File: config.mk
export PLATFORM = sky130hd
export DESIGN_NAME = generador_obstaculos
export DESIGN_NICKNAME = d
export VERILOG_FILES = /design/src/rtl/generador_obstaculos.sv
export SDC_FILE = /design/constraint.sdc
export NUM_CORES = 1
export LEC_CHECK = 0
export BUFFER_PORTS_ARGS = -buffer_cell sky130_fd_sc_hd__buf_2
export CORE_MARGIN = 3
export CORE_UTILIZATION = 48
export DETAILED_ROUTE_END_ITERATION = 8
export PLACE_DENSITY = 0.74
export SKIP_LAST_GASP = 1
export SLEW_MARGIN = 20
export SYNTH_ARGS = -nofsm -noshare
export SYNTH_HDL_FRONTEND = slang
export SYNTH_SLANG_ARGS = --single-unit
File: constraint.sdc
create_clock -name clk -period 2.17 [get_ports clk]
set_clock_uncertainty 0.15 [all_clocks]
set_input_delay 0.434 -clock clk [delete_from_list [all_inputs] [get_ports clk]]
set_output_delay 0.434 -clock clk [all_outputs]
set_load 0.02 [all_outputs]
File: src/rtl/generador_obstaculos.sv
// Scrolling 3-lane x 7-column obstacle field with LFSR spawning,
// collision pulse and saturating dodge counter.
module generador_obstaculos #(
  parameter int          TICK_DIV  = 2_700_000,
  parameter int          SPAWN_GAP = 1,
  parameter logic [15:0] LFSR_SEED = 16'hACE1
) (
  input  logic        clk,
  input  logic        rst_n,
  input  logic        enable,
  input  logic        clear,
  input  logic [2:0]  heroe,
  output logic [20:0] disp_obs,
  output logic        step,
  output logic        choque,
  output logic [7:0]  pasados
);

  localparam int CW = $clog2(TICK_DIV);
  localparam int GW =
    (SPAWN_GAP > 0) ? $clog2(SPAWN_GAP + 1) : 1;
  localparam logic [CW-1:0] CNT_MAX =
    CW'(TICK_DIV - 1);
  localparam logic [GW-1:0] GAP_MAX =
    GW'(SPAWN_GAP);

  logic [CW-1:0] cnt_q, cnt_d;
  logic [20:0]   disp_q, disp_d;
  logic          step_q, step_d;
  logic          choque_q, choque_d;
  logic [7:0]    pas_q, pas_d;
  logic [GW-1:0] gap_q, gap_d;
  logic [15:0]   lfsr_q, lfsr_d;
  logic          hit_q, hit_d;

  logic          tick;
  logic          fb;
  logic          hit_nx;
  logic [2:0]    col0;
  logic [2:0]    pat;
  logic [2:0]    p;
  logic [20:0]   disp_s;

  always_comb begin
    cnt_d    = cnt_q;
    disp_d   = disp_q;
    step_d   = 1'b0;
    choque_d = 1'b0;
    pas_d    = pas_q;
    gap_d    = gap_q;
    lfsr_d   = lfsr_q;
    hit_d    = hit_q;
    hit_nx   = 1'b0;

    tick = (cnt_q == CNT_MAX);
    col0 = {disp_q[14], disp_q[7], disp_q[0]};
    fb   = lfsr_q[15] ^ lfsr_q[13]
         ^ lfsr_q[12] ^ lfsr_q[10];

    // never block all three lanes at once
    pat = (lfsr_q[2:0] == 3'b111) ?
          3'b110 : lfsr_q[2:0];
    p   = (gap_q != '0) ? 3'b000 : pat;

    disp_s = '0;
    for (int l = 0; l < 3; l++) begin
      disp_s[l*7 +: 7] =
        {p[l], disp_q[l*7+1 +: 6]};
    end

    if (clear) begin
      cnt_d  = '0;
      disp_d = '0;
      pas_d  = '0;
      gap_d  = '0;
      hit_d  = 1'b0;
    end else if (enable) begin
      if (tick) begin
        cnt_d  = '0;
        disp_d = disp_s;
        step_d = 1'b1;
        lfsr_d = {lfsr_q[14:0], fb};
        if (gap_q != '0)
          gap_d = gap_q - 1'b1;
        else if (p != 3'b000)
          gap_d = GAP_MAX;
        else
          gap_d = '0;
        if (col0 != 3'b000 &&
            (col0 & heroe) == 3'b000 &&
            pas_q != 8'hFF)
          pas_d = pas_q + 8'd1;
      end else begin
        cnt_d = cnt_q + 1'b1;
      end
      // judged on the field being loaded now,
      // so a scroll hit lines up with step
      hit_nx = |({disp_d[14], disp_d[7],
                  disp_d[0]} & heroe);
      hit_d    = hit_nx;
      choque_d = hit_nx & ~hit_q;
    end
  end

  always_ff @(posedge clk) begin
    if (!rst_n) begin
      cnt_q    <= '0;
      disp_q   <= '0;
      step_q   <= 1'b0;
      choque_q <= 1'b0;
      pas_q    <= '0;
      gap_q    <= '0;
      lfsr_q   <= LFSR_SEED;
      hit_q    <= 1'b0;
    end else begin
      cnt_q    <= cnt_d;
      disp_q   <= disp_d;
      step_q   <= step_d;
      choque_q <= choque_d;
      pas_q    <= pas_d;
      gap_q    <= gap_d;
      lfsr_q   <= lfsr_d;
      hit_q    <= hit_d;
    end
  end

  assign disp_obs = disp_q;
  assign step     = step_q;
  assign choque   = choque_q;
  assign pasados  = pas_q;

endmodule

; Word-level counts from Yosys, hierarchy flattened
; Index checks and enable logic that the tools add are counted.
[word_totals]
regBits = 71
input_bits = 7
out_inout_bits = 31
word_cells = 47
[op_classes]
addsub = 3
eq_ne = 4
muxes = 9
bitwise_logic = 10
n_reduce_logical = 12
[ops]
columns = operator, count
row1 = 21-bit 2-to-1 mux, 3
row2 = 22-bit by 1-bit adder with 22-bit output (second input constant), 1
row3 = 22-bit == test (second input constant), 1
row4 = 22-bit 2-to-1 mux, 1
row5 = 8-bit by 1-bit adder with 8-bit output (second input constant), 1
row6 = 8-bit != test (second input constant), 1
row7 = 3-bit bitwise AND, 2
row8 = 3-bit 2-to-1 mux, 2
row9 = 3-bit AND reduction, 2
row10 = 3-bit nonzero test, 2
row11 = 3-bit OR reduction, 2
row12 = 1-bit inverter, 4
row13 = 2-bit AND reduction, 2
row14 = 3-bit == test (second input constant), 1
row15 = 3-bit zero test, 1
row16 = 1-bit 2-to-1 mux, 3
row17 = 3-bit by 1-bit != test with 1-bit output (second input constant), 1
row18 = 1-bit XOR, 3
row19 = 1-bit logical AND, 2
row20 = 2-bit OR reduction, 1
row21 = 1-bit bitwise AND, 1
row22 = 1-bit subtractor (second input constant), 1

; Longest topological paths before layout
[logic_depth]
ltp_word = 9
depth_mapped = 8
ltp_nobuf = 6

; Least setup slack after synthesis
; Ideal clock, no wire load.
[synth_path]
kind = input-to-reg
from = input port heroe[0]
to = register pas_q[5], in the netlist pasados[5]
setup_ns = 0.070
t_arrival_ns = 1.991
setup_slack_ns = -0.041
path_stages = 5
path_cell_list = a222oi_1 o31ai_1 or3_4 or4_1 a21oi_1
[synth_via]
elab_chain_cells = 5
[synth_lines]
columns = element, line_no
row1 = "start, declared", 12  ; input logic [2:0] heroe,
row2 = 3-bit bitwise AND, 90  ; (col0 & heroe) == 3'b000 &&
row3 = 3-bit zero test, 90
row4 = 1-bit logical AND, 89  ; if (col0 != 3'b000 &&
row5 = 1-bit logical AND, 90
row6 = 3-bit AND reduction (no line), -
row7 = "end signal, assigned", 120  ; pas_q <= pas_d;
row8 = "end, declared", 31  ; logic [7:0] pas_q, pas_d;
; No other way between the ends.
; A chain may end at the register's enable or synchronous reset.

; Worst setup path after layout
[layout_path]
from = register cnt_q[17]
to = register gap_q
[layout_via]
elab_chain_cells = 2
[layout_lines]
columns = element, line_no
row1 = "start, declared", 27  ; logic [CW-1:0] cnt_q, cnt_d;
row2 = "start signal, assigned", 116  ; cnt_q <= cnt_d;
row3 = 22-bit == test, 55  ; tick = (cnt_q == CNT_MAX);
row4 = 2-bit AND reduction (no line), -
row5 = "end signal, assigned", 121  ; gap_q <= gap_d;
row6 = "end, declared", 32  ; logic [GW-1:0] gap_q, gap_d;
; No other way between the ends.

==> impl_results.md <==
* Core Util, Final at around 65%
* WP data arrival at ~2.3 ns
* Syn avg cell area at ~8.7 µm²
* IO Pins at 38
* Outcome: finished clean
* Synth unique cells at 44
* FP Rows at 28
* Tcrit/Tclk final at 97.3%
* Root buf cell: clkbuf_8
* Antenna violations before repair at 0
* Vias in the first global route at between 2000 and 3000
* Power density over the cells at between 600 and 700 nW/µm²
* Peak VDD IR at around 0.58 mV
* Post-synth EDFFs at 0
* Maximum clock path buffer count at 2
* Synthesized area at 3080 µm²
* Static leakage at about 0.0014 µW
* Final nets at 435
* DR DRC count at 0
* Syn Inst Count at about 350
* TritonCTS clock tree: built
* Layout cell share with drive strength beyond 1 at between 20% and 30%
* Primary FF master, synth: dfxtp_1
* Synth Register Bits at slightly above 70
* Crit path capture type: flip-flop
* Unrepaired setup endpoints after global routing: true
* N_diodes at 0
* Die Y-Extent at between 80 and 90 µm
* CP Data Required Time at roughly 2.3 ns
* Clock sink total at between 70 and 80
* Asr flop ratio synth at 0%
* Final Hold Vio Count at 0
* Hold Crit Class: input port to flip-flop
* Final worst slack at between 0.05 and 0.06 ns
* ANT nets after route at 0
* Die width at 86.1 µm
* Clock transition at path regs at about 0.070 ns
* IO Port Bufs at 37
* Cell taking the most area after synthesis: dfxtp_1
* Crit path time final at about 2.1 ns
* Clock latency on the worst-skew pair at 0.34 ns
* Warnings, synthesis at 0
* Layout area overhead at 27.1%
* TritonCTS buffer count at 9
* CP max-delay cell: or3_1
* Post-DP HPWL at 4660 µm
* 1st-iter DRT viols at about 140
* Critical setup path kind: flip-flop to flip-flop
* Slew HR at roughly two thirds
* Average wire per standard cell at between 10 and 15 µm
* Post-Place Worst Slack at -0.221 ns
* GRT Overall Usage at 19.8%
* Crit Path Max Fanout at 5
* Slew Limit Fails at 0
* Vias per cell at about 5.5
* GRT Residual Overflow at 0
* Slew @ Worst Pin at 0.499 ns
* Syn nets at between 300 and 400
* GP Congestion at just under 0.8
* Max-Cap Viols at 0
* Hold buffers post-CTS at 0
* Die area at 7420 µm²
* Count leader, synth: dfxtp_1
* Routed vias at roughly 2800
* Post-synth top area share at 46.1%
* Largest net degree at the start of global routing at 33
* Seq/Total Area, Yosys at 46.1%
* Final setup viols at 0
* Initial Util at approximately half
* Core area at 6060 µm²
* Pre-antenna DRT Iters at 4
* First-pass GRT wire length at 11800 µm
* Max Clock Freq at about 0.47 GHz
* Crit-path cells: nor4b_4 -> buf_4 -> nand4_2 -> or3_1 -> nor4_1 -> a31o_2
* WL final at 7120 µm
* Area contributors post-synth: dfxtp_1 46%, nand2_1 7.2%, a21oi_1 4.7%
* Level count of the clock H-tree at 3
* CP Launch Type: flip-flop
* Top cells by instance count after synthesis: 71 x dfxtp_1, 59 x nand2_1, 33 x nor2_1
* Slowest stage delay, CP at around 0.48 ns
[cell type report]
type | instances | area (µm²)
Clock buffer | 12 | 155
Clock inverter | 3 | 42.5
Fill cell | 501 | 2140
Multi-Input combinational cell | 266 | 1640
Sequential cell | 71 | 1430
Tap cell | 75 | 93.8
Timing Repair Buffer | 78 | 561
[report_power, final]
| part | internal [µW] | switching (µW) |
|---|---|---|
| registers | 1300 | 0.653 |
| logic | 22.2 | 37.1 |
| clock network | 586 | 476 |
| total | 1910 | 514 |
[critical path: cells and delay by family (launching register included)]
| kind | cells | cell delay (ns) |
|---|---|---|
| flip-flops | 1 | 0.34 |
| buffers and inverters | 1 | 0.18 |
| AND/OR/NAND/NOR | 4 | 1.24 |
| AO/OA/AOI/OAI | 1 | 0.14 |
[cell families (layout without fill, tap and decap cells)]
logic type                 Yosys count  after routing  share of synthesized area (%)
AOI/OAI and AO/OA                   56             56                           10.6
xor gates and xnor gates            23             23                           6.53
adders and majority gates            2              2                          0.812
buffers and inverters               18             93                           2.44
DFF                                 71             71                           46.1
muxes                               10             10                           3.33
and+or+nand+nor                    174            175                           30.2
[per-stage QoR]
stage	TNS (ns)	hold slack (ns)	area (µm²)	power [µW]	instances
after floorplan	0	0.239	3090	1360	354
after global placement	-0.246	0.281	3610	1390	483
after detailed placement	-0.596	0.288	3610	1390	483
after CTS	0	0.173	3820	2440	499
after global routing	-0.0504	0.187	3920	2500	505
final	0	0.202	3920	2430	505
[sequential cells by signal (all words and copies together) (netlist names)]
signal / count
choque: 1
pasados: 8
lfsr_q: 16
cnt_q: 22
disp_obs: 21
hit_q: 1
step: 1
gap_q: 1
[path summary, 6_finish.rpt]
kind / slack (ns) / depth (start not counted) / end / startpoint
max: 0.06 / 6 / gap_q / cnt_q[17]
min: 0.20 / 2 / lfsr_q[5] / rst_n
max reg2reg: 0.06 / 6 / gap_q / cnt_q[17]
min reg2reg: 0.31 / 2 / lfsr_q[9] / lfsr_q[8]
[timing repair]
| action | CTS | global route |
|---|---|---|
| cloned | 0 | 2 |
| buffers inserted | 1 | 4 |
| endpoints found under the setup margin | 2 | 15 |
| gates resized for setup | 1 | 13 |
| pin swaps | 1 | 6 |
[placed cells by master, fill, tap and decap left out, drive strengths merged, types with 2 or more instances in the layout]
cell,netlist,routed
clkbuf,14,13
a21oi,29,29
nand4,14,15
buf,4,77
nor3,7,7
dfxtp,71,71
nor2,33,33
mux2,2,2
and3,4,4
ha,2,2
o21ai,13,13
nand2b,4,4
and4,5,5
a21boi,5,5
or3,6,6
a222oi,2,2
nand3,19,19
nor4,6,6
nand2,59,59
nor2b,5,5
nand3b,4,4
o31ai,2,2
xnor2,14,14
xor2,9,9
mux2i,8,8
[layer usage]
layer | part of all wire (%) | global-route usage (%) | up-vias
met5 | 0 | 0 | -
met4 | 1.6 | 8.20 | 0
met3 | 4.7 | 4.32 | 12
met2 | 44 | 29.4 | 68
met1 | 49 | 27.6 | 1321
li1 | - | - | 1392
No activity file was read; power rests on OpenSTA's default activity.
